$ cat src/rtl/multdiv_pkg.sv
// Shared types and constants for the mult/div sequencer.
package multdiv_pkg;

   typedef enum logic [1:0] {
      IDLE,
      BUSY,
      DONE
   } md_state_e;

   typedef enum logic {
      OP_MULT,
      OP_DIV
   } md_op_e;

   localparam int unsigned RSTATUS_REG = 30;

   localparam logic [2:0] MD_ERR_MULT    = 3'd4;
   localparam logic [2:0] MD_ERR_DIV     = 3'd5;
   localparam logic [2:0] MD_ERR_TIMEOUT = 3'd6;

   function automatic logic [2:0] err_code(md_op_e op);
      return (op == OP_DIV) ? MD_ERR_DIV : MD_ERR_MULT;
   endfunction

endpackage

$ cat src/rtl/multdiv_ctrl_if.sv
// Issue, unit and write-back signals of the mult/div sequencer.
// Perf counter signals exist only with MULTDIV_PERF_EN.
interface multdiv_ctrl_if #(
   parameter int REG_W = 5
`ifdef MULTDIV_PERF_EN
   , parameter int CNT_W = 32
`endif
);
   logic             issue_mult;
   logic             issue_div;
   logic [REG_W-1:0] issue_rd;
   logic             md_ready;
   logic             md_exception;
   logic             md_start_mult;
   logic             md_start_div;
   logic             stall;
   logic             wb_valid;
   logic [REG_W-1:0] wb_rd;
   logic             wb_sel_status;
   logic [2:0]       wb_code;
`ifdef MULTDIV_PERF_EN
   logic [CNT_W-1:0] perf_ops;
   logic [CNT_W-1:0] perf_busy;
`endif

   modport master (
      output issue_mult, issue_div, issue_rd,
      output md_ready, md_exception,
      input  md_start_mult, md_start_div, stall,
      input  wb_valid, wb_rd, wb_sel_status, wb_code
`ifdef MULTDIV_PERF_EN
      , input perf_ops, perf_busy
`endif
   );

   modport slave (
      input  issue_mult, issue_div, issue_rd,
      input  md_ready, md_exception,
      output md_start_mult, md_start_div, stall,
      output wb_valid, wb_rd, wb_sel_status, wb_code
`ifdef MULTDIV_PERF_EN
      , output perf_ops, perf_busy
`endif
   );

endinterface

$ cat src/rtl/md_watchdog.sv
// Busy-cycle watchdog: counts while enabled, flags the last allowed cycle.
module md_watchdog #(
   parameter int TIMEOUT = 40
) (
   input  logic clock,
   input  logic reset_n,
   input  logic clear_i,
   input  logic enable_i,
   output logic expired_o
);
   localparam int W = $clog2(TIMEOUT);
   localparam logic [W-1:0] LAST = W'(TIMEOUT - 1);

   logic [W-1:0] cnt_q, cnt_d;

   always_comb begin
      cnt_d = cnt_q;
      if (clear_i)
         cnt_d = '0;
      else if (enable_i && cnt_q != LAST)
         cnt_d = cnt_q + 1'b1;
   end

   always_ff @(posedge clock or negedge reset_n) begin
      if (!reset_n)
         cnt_q <= '0;
      else
         cnt_q <= cnt_d;
   end

   assign expired_o = enable_i && (cnt_q == LAST);

endmodule

$ cat src/rtl/multdiv_ctrl.sv
// X-stage sequencer for the shared multi-cycle mult/div unit.
// Optional perf counters behind MULTDIV_PERF_EN.
module multdiv_ctrl
   import multdiv_pkg::*;
#(
   parameter int REG_W   = 5,
   parameter int TIMEOUT = 40
`ifdef MULTDIV_PERF_EN
   , parameter int CNT_W = 32
`endif
) (
   input  logic          clock,
   input  logic          reset_n,
   multdiv_ctrl_if.slave bus
);
   md_state_e        state_q, state_d;
   md_op_e           op_q, op_d;
   logic [REG_W-1:0] rd_q, rd_d;
   logic             err_q, err_d;
   logic [2:0]       code_q, code_d;
   logic             start_q, start_d;
   logic             issue, accept, expired, stall_w;

   assign issue  = bus.issue_mult | bus.issue_div;
   assign accept = (state_q == IDLE) && issue;

   md_watchdog #(.TIMEOUT(TIMEOUT)) u_wdog (
      .clock     (clock),
      .reset_n   (reset_n),
      .clear_i   (state_q != BUSY),
      .enable_i  (state_q == BUSY),
      .expired_o (expired)
   );

   always_comb begin
      state_d = state_q;
      op_d    = op_q;
      rd_d    = rd_q;
      err_d   = err_q;
      code_d  = code_q;
      start_d = 1'b0;
      unique case (state_q)
         IDLE: if (issue) begin
            state_d = BUSY;
            op_d    = bus.issue_mult ? OP_MULT : OP_DIV;
            rd_d    = bus.issue_rd;
            err_d   = 1'b0;
            code_d  = 3'd0;
            start_d = 1'b1;
         end
         // a result on the expiry edge still beats the timeout
         BUSY: if (bus.md_ready) begin
            state_d = DONE;
            err_d   = bus.md_exception;
            code_d  = bus.md_exception ? err_code(op_q) : 3'd0;
         end else if (expired) begin
            state_d = DONE;
            err_d   = 1'b1;
            code_d  = MD_ERR_TIMEOUT;
         end
         DONE:    state_d = IDLE;
         default: state_d = IDLE;
      endcase
   end

   always_ff @(posedge clock or negedge reset_n) begin
      if (!reset_n) begin
         state_q <= IDLE;
         op_q    <= OP_MULT;
         rd_q    <= '0;
         err_q   <= 1'b0;
         code_q  <= 3'd0;
         start_q <= 1'b0;
      end else begin
         state_q <= state_d;
         op_q    <= op_d;
         rd_q    <= rd_d;
         err_q   <= err_d;
         code_q  <= code_d;
         start_q <= start_d;
      end
   end

   // idle stall is combinational so the issuing instr holds in X
   assign stall_w = (state_q == BUSY) || (accept && reset_n);

   always_comb begin
      bus.md_start_mult = start_q && (op_q == OP_MULT);
      bus.md_start_div  = start_q && (op_q == OP_DIV);
      bus.stall         = stall_w;
      bus.wb_valid      = 1'b0;
      bus.wb_rd         = '0;
      bus.wb_sel_status = 1'b0;
      bus.wb_code       = 3'd0;
      if (state_q == DONE) begin
         bus.wb_valid      = err_q || (rd_q != '0);
         bus.wb_rd         = err_q ? REG_W'(RSTATUS_REG) : rd_q;
         bus.wb_sel_status = err_q;
         bus.wb_code       = code_q;
      end
   end

`ifdef MULTDIV_PERF_EN
   logic [CNT_W-1:0] ops_q, busy_q;

   always_ff @(posedge clock or negedge reset_n) begin
      if (!reset_n) begin
         ops_q  <= '0;
         busy_q <= '0;
      end else begin
         ops_q  <= ops_q + CNT_W'(accept);
         busy_q <= busy_q + CNT_W'(stall_w);
      end
   end

   assign bus.perf_ops  = ops_q;
   assign bus.perf_busy = busy_q;
`endif

endmodule

$ cat src/flat_wrapper.sv
// flat-port wrapper written by rule: the top's interface ports become plain ports
module multdiv_ctrl_flat import multdiv_pkg::*;
#(
   parameter int REG_W   = 5,
   parameter int TIMEOUT = 40

)
  (clock, reset_n, bus_issue_mult, bus_issue_div, bus_issue_rd, bus_md_ready, bus_md_exception, bus_md_start_mult, bus_md_start_div, bus_stall, bus_wb_valid, bus_wb_rd, bus_wb_sel_status, bus_wb_code);
  multdiv_ctrl_if #(.REG_W(REG_W)) bus_i ();
  input  logic clock;
  input  logic reset_n;
  input wire logic [$bits(bus_i.issue_mult)-1:0] bus_issue_mult;
  input wire logic [$bits(bus_i.issue_div)-1:0] bus_issue_div;
  input wire logic [$bits(bus_i.issue_rd)-1:0] bus_issue_rd;
  input wire logic [$bits(bus_i.md_ready)-1:0] bus_md_ready;
  input wire logic [$bits(bus_i.md_exception)-1:0] bus_md_exception;
  output wire logic [$bits(bus_i.md_start_mult)-1:0] bus_md_start_mult;
  output wire logic [$bits(bus_i.md_start_div)-1:0] bus_md_start_div;
  output wire logic [$bits(bus_i.stall)-1:0] bus_stall;
  output wire logic [$bits(bus_i.wb_valid)-1:0] bus_wb_valid;
  output wire logic [$bits(bus_i.wb_rd)-1:0] bus_wb_rd;
  output wire logic [$bits(bus_i.wb_sel_status)-1:0] bus_wb_sel_status;
  output wire logic [$bits(bus_i.wb_code)-1:0] bus_wb_code;
  assign bus_i.issue_mult = bus_issue_mult;
  assign bus_i.issue_div = bus_issue_div;
  assign bus_i.issue_rd = bus_issue_rd;
  assign bus_i.md_ready = bus_md_ready;
  assign bus_i.md_exception = bus_md_exception;
  assign bus_md_start_mult = bus_i.md_start_mult;
  assign bus_md_start_div = bus_i.md_start_div;
  assign bus_stall = bus_i.stall;
  assign bus_wb_valid = bus_i.wb_valid;
  assign bus_wb_rd = bus_i.wb_rd;
  assign bus_wb_sel_status = bus_i.wb_sel_status;
  assign bus_wb_code = bus_i.wb_code;
  multdiv_ctrl #(.REG_W(REG_W), .TIMEOUT(TIMEOUT)) u_core (.clock(clock), .reset_n(reset_n), .bus(bus_i));
endmodule
$ cat config.mk
export PLATFORM = sky130hd
export DESIGN_NAME = multdiv_ctrl_flat
export DESIGN_NICKNAME = d
export VERILOG_FILES = /design/src/rtl/multdiv_pkg.sv /design/src/rtl/multdiv_ctrl_if.sv /design/src/rtl/md_watchdog.sv /design/src/rtl/multdiv_ctrl.sv /design/src/flat_wrapper.sv
export SDC_FILE = /design/constraint.sdc
export NUM_CORES = 1
export LEC_CHECK = 0
export BUFFER_PORTS_ARGS = -buffer_cell sky130_fd_sc_hd__buf_4
export CORE_UTILIZATION = 55
export DETAILED_ROUTE_END_ITERATION = 8
export PLACE_DENSITY_LB_ADDON = 0.1
export SLEW_MARGIN = 40
export SYNTH_ARGS = -nofsm -noshare
export SYNTH_HDL_FRONTEND = slang
export SYNTH_SLANG_ARGS = --single-unit
$ cat constraint.sdc
create_clock -name clock -period 2.1 [get_ports clock]
set_input_delay 0.21 -clock clock [delete_from_list [all_inputs] [get_ports clock]]
set_output_delay 0.21 -clock clock [all_outputs]
set_load 0.01 [all_outputs]
=== Word level (Yosys, flattened, before mapping) ===
Cells that the tools add are included.

* Word-level logic and storage cells: 56
* Register bits: 19
* Output and inout port bits: 13
* Input bits: 11

* Add/subtract/negate cells: 1
* Eq/ne operators: 7
* Reduce and logical (&&, ||, !) cells: 15
* Muxes and demuxes: 24
* Bitwise operators: 2

{| class="wikitable"
|+ Operators with widths
! cell !! number
|-
| $mux W3 || 5
|-
| $mux W6 || 2
|-
| $mux W5 || 2
|-
| $mux W1 || 9
|-
| $add A6 B1 Y6 const B || 1
|-
| $eq A6 B6 Y1 const B || 1
|-
| $logic_and A1 B1 Y1 || 6
|-
| $mux W2 || 3
|-
| $ne A6 B6 Y1 const B || 1
|-
| $pmux W3 S2 || 1
|-
| $reduce_bool A5 Y1 || 1
|-
| $ne A2 B1 Y1 const B || 2
|-
| $pmux W2 S2 || 1
|-
| $reduce_and A2 Y1 || 2
|-
| $reduce_bool A2 Y1 || 2
|-
| $ne A3 B2 Y1 const B || 1
|-
| $reduce_and A3 Y1 || 1
|-
| $eq A2 B1 Y1 const B || 1
|-
| $eq A2 B2 Y1 const B || 1
|-
| $logic_not A2 Y1 || 1
|-
| $logic_or A1 B1 Y1 || 2
|-
| $pmux W1 S2 || 1
|-
| $not A1 Y1 || 1
|-
| $or A1 B1 Y1 || 1
|}

=== Logic depth before layout (Yosys ltp) ===
* Depth after elaboration: 5
* Depth in mapped cells: 4
* Gate-level depth less buffers: 4

=== Modules after synthesis ===
A second synthesis with hierarchy kept.

* Cells, all modules: 101
* Area total of the unflattened synthesis: 1016.0 µm²

{| class="wikitable"
|+ By module, submodules not included
! module !! area an instance (µm²) !! times used !! sequential area each (µm²) !! cells each
|-
| multdiv_ctrl || 645.6 || 1 || 300.3 || 60
|-
| md_watchdog || 370.4 || 1 || 150.1 || 41
|}

=== Least setup slack after synthesis ===
No wires, ideal clock.

* Kind: register to register
* From: register u_core.state_q[0]
* To: register u_core.rd_q[0]
* Path slack: 0.762 ns
* Clock period less this slack: 1.338 ns
* Arrival time: 1.213 ns
* Path buffers: 0
* Library setup time: 0.125 ns
* Stages on the path, launching flop included: 4
* Required time: 1.975 ns
* Path through: dfrtp_1 -> or2_4 -> nor2_4 -> mux2_4

* Longest elaborated chain between the ends: 2

{| class="wikitable"
|+ Ends and longest elaborated chain
! element !! line !! RTL
|-
| start, declared || multdiv_ctrl.sv:16 || <nowiki>md_state_e state_q, state_d;</nowiki>
|-
| start signal, assigned || multdiv_ctrl.sv:75 || <nowiki>state_q <= state_d;</nowiki>
|-
| $logic_not A2 Y1 || multdiv_ctrl.sv:42 || <nowiki>unique case (state_q)</nowiki>
|-
| $reduce_and A2 Y1 (no line) || n/a ||
|-
| end signal, assigned || multdiv_ctrl.sv:77 || <nowiki>rd_q <= rd_d;</nowiki>
|-
| end, declared || multdiv_ctrl.sv:18 || <nowiki>logic [REG_W-1:0] rd_q, rd_d;</nowiki>
|}

Every way passes these cells.
A chain may end at the register's enable or synchronous reset.

=== Worst setup path after layout ===
* From: register u_core.state_q[0]
* To: output port bus_stall

* Longest elaborated chain between the ends: 4
* Elaborated cells on any way between the ends: 5
* Those cells by class: eq/ne: 1; reduce/logical: 4

{| class="wikitable"
|+ Ends and longest elaborated chain
! element !! line !! RTL
|-
| $logic_not A2 Y1 || multdiv_ctrl.sv:25 || <nowiki>assign accept = (state_q == IDLE) && issue;</nowiki>
|-
| $logic_and A1 B1 Y1 || multdiv_ctrl.sv:25 ||
|-
| named net u_core.accept || multdiv_ctrl.sv:22 || <nowiki>logic issue, accept, expired, stall_w;</nowiki>
|-
| $logic_and A1 B1 Y1 || multdiv_ctrl.sv:85 || <nowiki>assign stall_w = (state_q == BUSY) || (accept && reset_n);</nowiki>
|-
| $logic_or A1 B1 Y1 || multdiv_ctrl.sv:85 ||
|-
| end, declared || flat_wrapper.sv:19 || <nowiki>output wire logic [$bits(bus_i.stall)-1:0] bus_stall;</nowiki>
|}

The timed path passes the listed nets, and every way through them passes these cells.

==> impl_table.tex <==
\begin{tabular}{lr}
\hline
Metric & Value \\
\hline
\multicolumn{2}{l}{\textbf{Status}} \\
Run status & finished with violations \\
Violated checks & DRC \\
\multicolumn{2}{l}{\textbf{Yosys}} \\
Mux cell area share after synthesis & 7.947\% \\
Main flop type after synthesis & dfrtp\_1 \\
Post-synthesis cell count & 93 \\
Async set or reset register ratio after synthesis & 100.0\% \\
Synthesized-area fraction occupied by xor and xnor cells & 1.854\% \\
Library cells used by synthesis & 33 \\
Total of warnings raised by yosys & 0 \\
Mapped Area & 944.7 um2 \\
Sequential share of the synthesized area & 47.68\% \\
Simple-gate area share of the yosys netlist & 25.96\% \\
Number of enable flip-flop cells after synthesis & 0 \\
Main combinational cell family by area after synthesis & simple AND/OR/NAND/NOR gates \\
Mean post-synth cell area & 10.16 um2 \\
Adder-cell area share of the yosys netlist & 1.325\% \\
Synthesis-stage register bit count & 18 \\
Compound-Gate Fraction of Synth Area & 11.26\% \\
Nets in the synthesized netlist & 105 \\
\multicolumn{2}{l}{\textbf{Worst setup path}} \\
Required time reported for the critical path endpoint & 1.89 ns \\
Cell with the largest stage delay on the worst path & dfrtp\_1 \\
WP buf/inv & 1 \\
Critical path start-end classification & register to output port \\
Highest fanout seen on the critical path & 9 \\
Startpoint class of the critical path & register \\
Type of destination of the critical path & output port \\
Cell-by-cell trace of the critical path & or2\_4, nor2\_4, a21o\_1, buf\_4 \\
Critical Path AT & 1.56 ns \\
Largest stage delay on the critical path & 0.43 ns \\
Top delay family on crit path & simple AND/OR/NAND/NOR gates \\
\multicolumn{2}{l}{\textbf{STA}} \\
Clock period minus worst slack & 1.768 ns \\
Final period util & 84.18\% \\
Pins Over Slew Limit & 0 \\
Headroom to the max-slew limit & 66.69\% \\
Timing-limited maximum frequency & 565.7 MHz \\
Final setup viols & 0 \\
Final hold slack & 0.08202 ns \\
Number of endpoints with negative hold slack in the final report & 0 \\
Setup\_tns & 0 ns \\
Setup repair after global routing missed its margin & no \\
Post-route clock skew & 0.002580 ns \\
Slew at the pin closest to its max-slew limit & 0.4986 ns \\
\multicolumn{2}{l}{\textbf{Clock network}} \\
Clock root cell & clkbuf\_4 \\
CTS max path bufs & 2 \\
Clk Latency, worst-skew pair & 0.29 ns \\
Clock sink total & 18 \\
CTS tree & yes \\
H-tree Lvls & 1 \\
Clock edge transition at the registers on the reported setup and hold paths & 0.10 ns \\
Total clock buffers created by CTS & 3 \\
Post CTS Setup Buffer Count & 0 \\
\multicolumn{2}{l}{\textbf{Power}} \\
Leakage & 0.0005395 uW \\
Largest vdd supply drop & 742.4 uV \\
Power density normalized to cell area & 1188 nW/um2 \\
Tot Pwr & 1366 uW \\
\multicolumn{2}{l}{\textbf{Die}} \\
Overall die width & 43.45 um \\
Ports & 24 \\
Height of the chip & 43.45 um \\
DIE AREA & 1887 um2 \\
Initial core utilization & 60.59\% \\
Core Rows & 14 \\
Core box area & 1559 um2 \\
\multicolumn{2}{l}{\textbf{Final layout}} \\
Final core utilization & 73.76\% \\
Non-filler cells, final & 133 \\
Final net count & 130 \\
Area growth, synth to finish & 21.72\% \\
Share of post-route cells with drive strength above 1 & 30.77\% \\
Sequential cell area & 450.4 um2 \\
Antenna Cells & 0 \\
Area occupied by multi-input gates & 456.7 um2 \\
Total of fill cells in the finished design & 118 \\
\multicolumn{2}{l}{\textbf{Route}} \\
Number of remaining DRC errors & 3 \\
Detailed-route wire length per cell & 13.59 um \\
Total number of vias & 745 \\
Length of the first detailed-routing pass in iterations & 6 \\
Sum of routed wire length over all layers & 1808 um \\
Number of nets with antenna violations after detailed routing & 0 \\
Iteration-0 DRC Markers & 26 \\
Routed vias/inst & 5.602 \\
\multicolumn{2}{l}{\textbf{GRT}} \\
Largest net degree at the start of global routing & 20 \\
GRT Util Overall & 21.84\% \\
Vias in the first global route & 691 \\
Number of antenna violations at the first check in global routing & 0 \\
Wire length of the first global-routing pass & 3022 um \\
Remaining global-route overflow & 0 \\
\multicolumn{2}{l}{\textbf{Job}} \\
Maximum Capacitance Violations & 0 \\
\multicolumn{2}{l}{\textbf{Placement}} \\
Final weighted congestion in routability-driven placement & 0.7481 \\
Count of port buffers added during placement & 23 \\
HPWL after DPL & 1349 um \\
Placed insts & 128 \\
\multicolumn{2}{l}{\textbf{Min path}} \\
Worst min-delay path class & primary input to register \\
\hline
\end{tabular}
## cells in the final DEF, fill, tap and decap left out, types with 2 or more instances in the layout
master	synthesis	final
and2_1	5	5
clkbuf_4	0	3
xor2_1	2	2
nor3_1	3	3
nand3_1	4	4
o22ai_1	2	2
a21oi_1	7	7
mux2_4	5	5
o21ai_0	2	2
o21ai_1	2	2
nor2b_1	3	3
nor3b_1	2	2
nand2b_1	2	2
nand2_1	4	4
nor2_1	12	12
dfrtp_1	18	18
buf_4	1	23
nor4_1	2	2
## what timing repair did
| action | in CTS | in global routing |
|---|---|---|
| resized for setup | 0 | 0 |
| hold buffers | 1 | 0 |
| hold endpoints to repair | 18 | 0 |
## stage by stage
stage               setup WS (ns)  area [um2]
finish                     0.3322        1150
floorplan                  0.7616       944.7
global placement           0.6705        1104
global route               0.2643        1150
CTS                        0.3188        1150
detailed placement         0.6542        1104
## synth_stat cells (3+ instances only)
library cell,instances,area share (%)
dfrtp_1,18,48
nor2_1,12,4.8
a21oi_1,7,3.7
and2_1,5,3.3
mux2_4,5,7.9
nand2_1,4,1.6
nand3_1,4,2.1
nor2b_1,3,2.0
nor3_1,3,1.6
## routing by layer
metal	vias up	GRT usage (%)	share of wire, %
met4	0	9.375	1.2
met5	-	0	0
met2	19	34.55	46
li1	378	-	-
met3	4	3.750	4.7
met1	344	29.78	48
## power breakdown
part | switching, uW | leakage [uW] | internal [uW]
Sequential | 117 | 0.000231 | 469
Clock | 108 | 0.0000210 | 106
Combinational | 264 | 0.000288 | 303
Total | 489 | 0.000540 | 877
## flip-flops by register name (all words and copies together) (netlist names)
register and flops:
u_core.rd_q 5, u_core.code_q 3, u_core.op_q 1, u_core.start_q 1, u_core.u_wdog.cnt_q 6, u_core.state_q 2
## final cells by class
type / instances / area share [%]
Inverter: 1 / 0.3264
Clock buffer: 4 / 3.156
Multi-Input combinational cell: 70 / 39.72
Tap cell: 16 / 1.741
Sequential cell: 18 / 39.17
Timing Repair Buffer: 24 / 15.89
## cell families (layout without fill, tap and decap cells)
kind of cell,Yosys count,count (layout)
simple gates,44,44
compound gates,18,18
flops,18,18
mux,5,5
buf+inv,5,29
xor+xnor,2,2
fa+ha+maj,1,1
## final timing paths
path                       cells after the start                                 end                     startpoint  slack (ns)
setup reg to reg                               3          u_core.rd_q[2]$_DFFE_PN0P_  u_core.state_q[0]$_DFFE_PN0P_        0.67
max in group asynchronous                      2             u_core.op_q$_DFFE_PN0P_                        reset_n        1.59
setup / recovery                               4                           bus_stall  u_core.state_q[0]$_DFFE_PN0P_        0.33
min in group asynchronous                      2  u_core.u_wdog.cnt_q[3]$_DFFE_PN0P_                        reset_n        0.31
hold reg to reg                                1          u_core.rd_q[2]$_DFFE_PN0P_     u_core.rd_q[2]$_DFFE_PN0P_        0.54
hold / removal                                 2             u_core.op_q$_DFFE_PN0P_                 bus_issue_mult        0.08
Power figures use the tool's default switching activity.
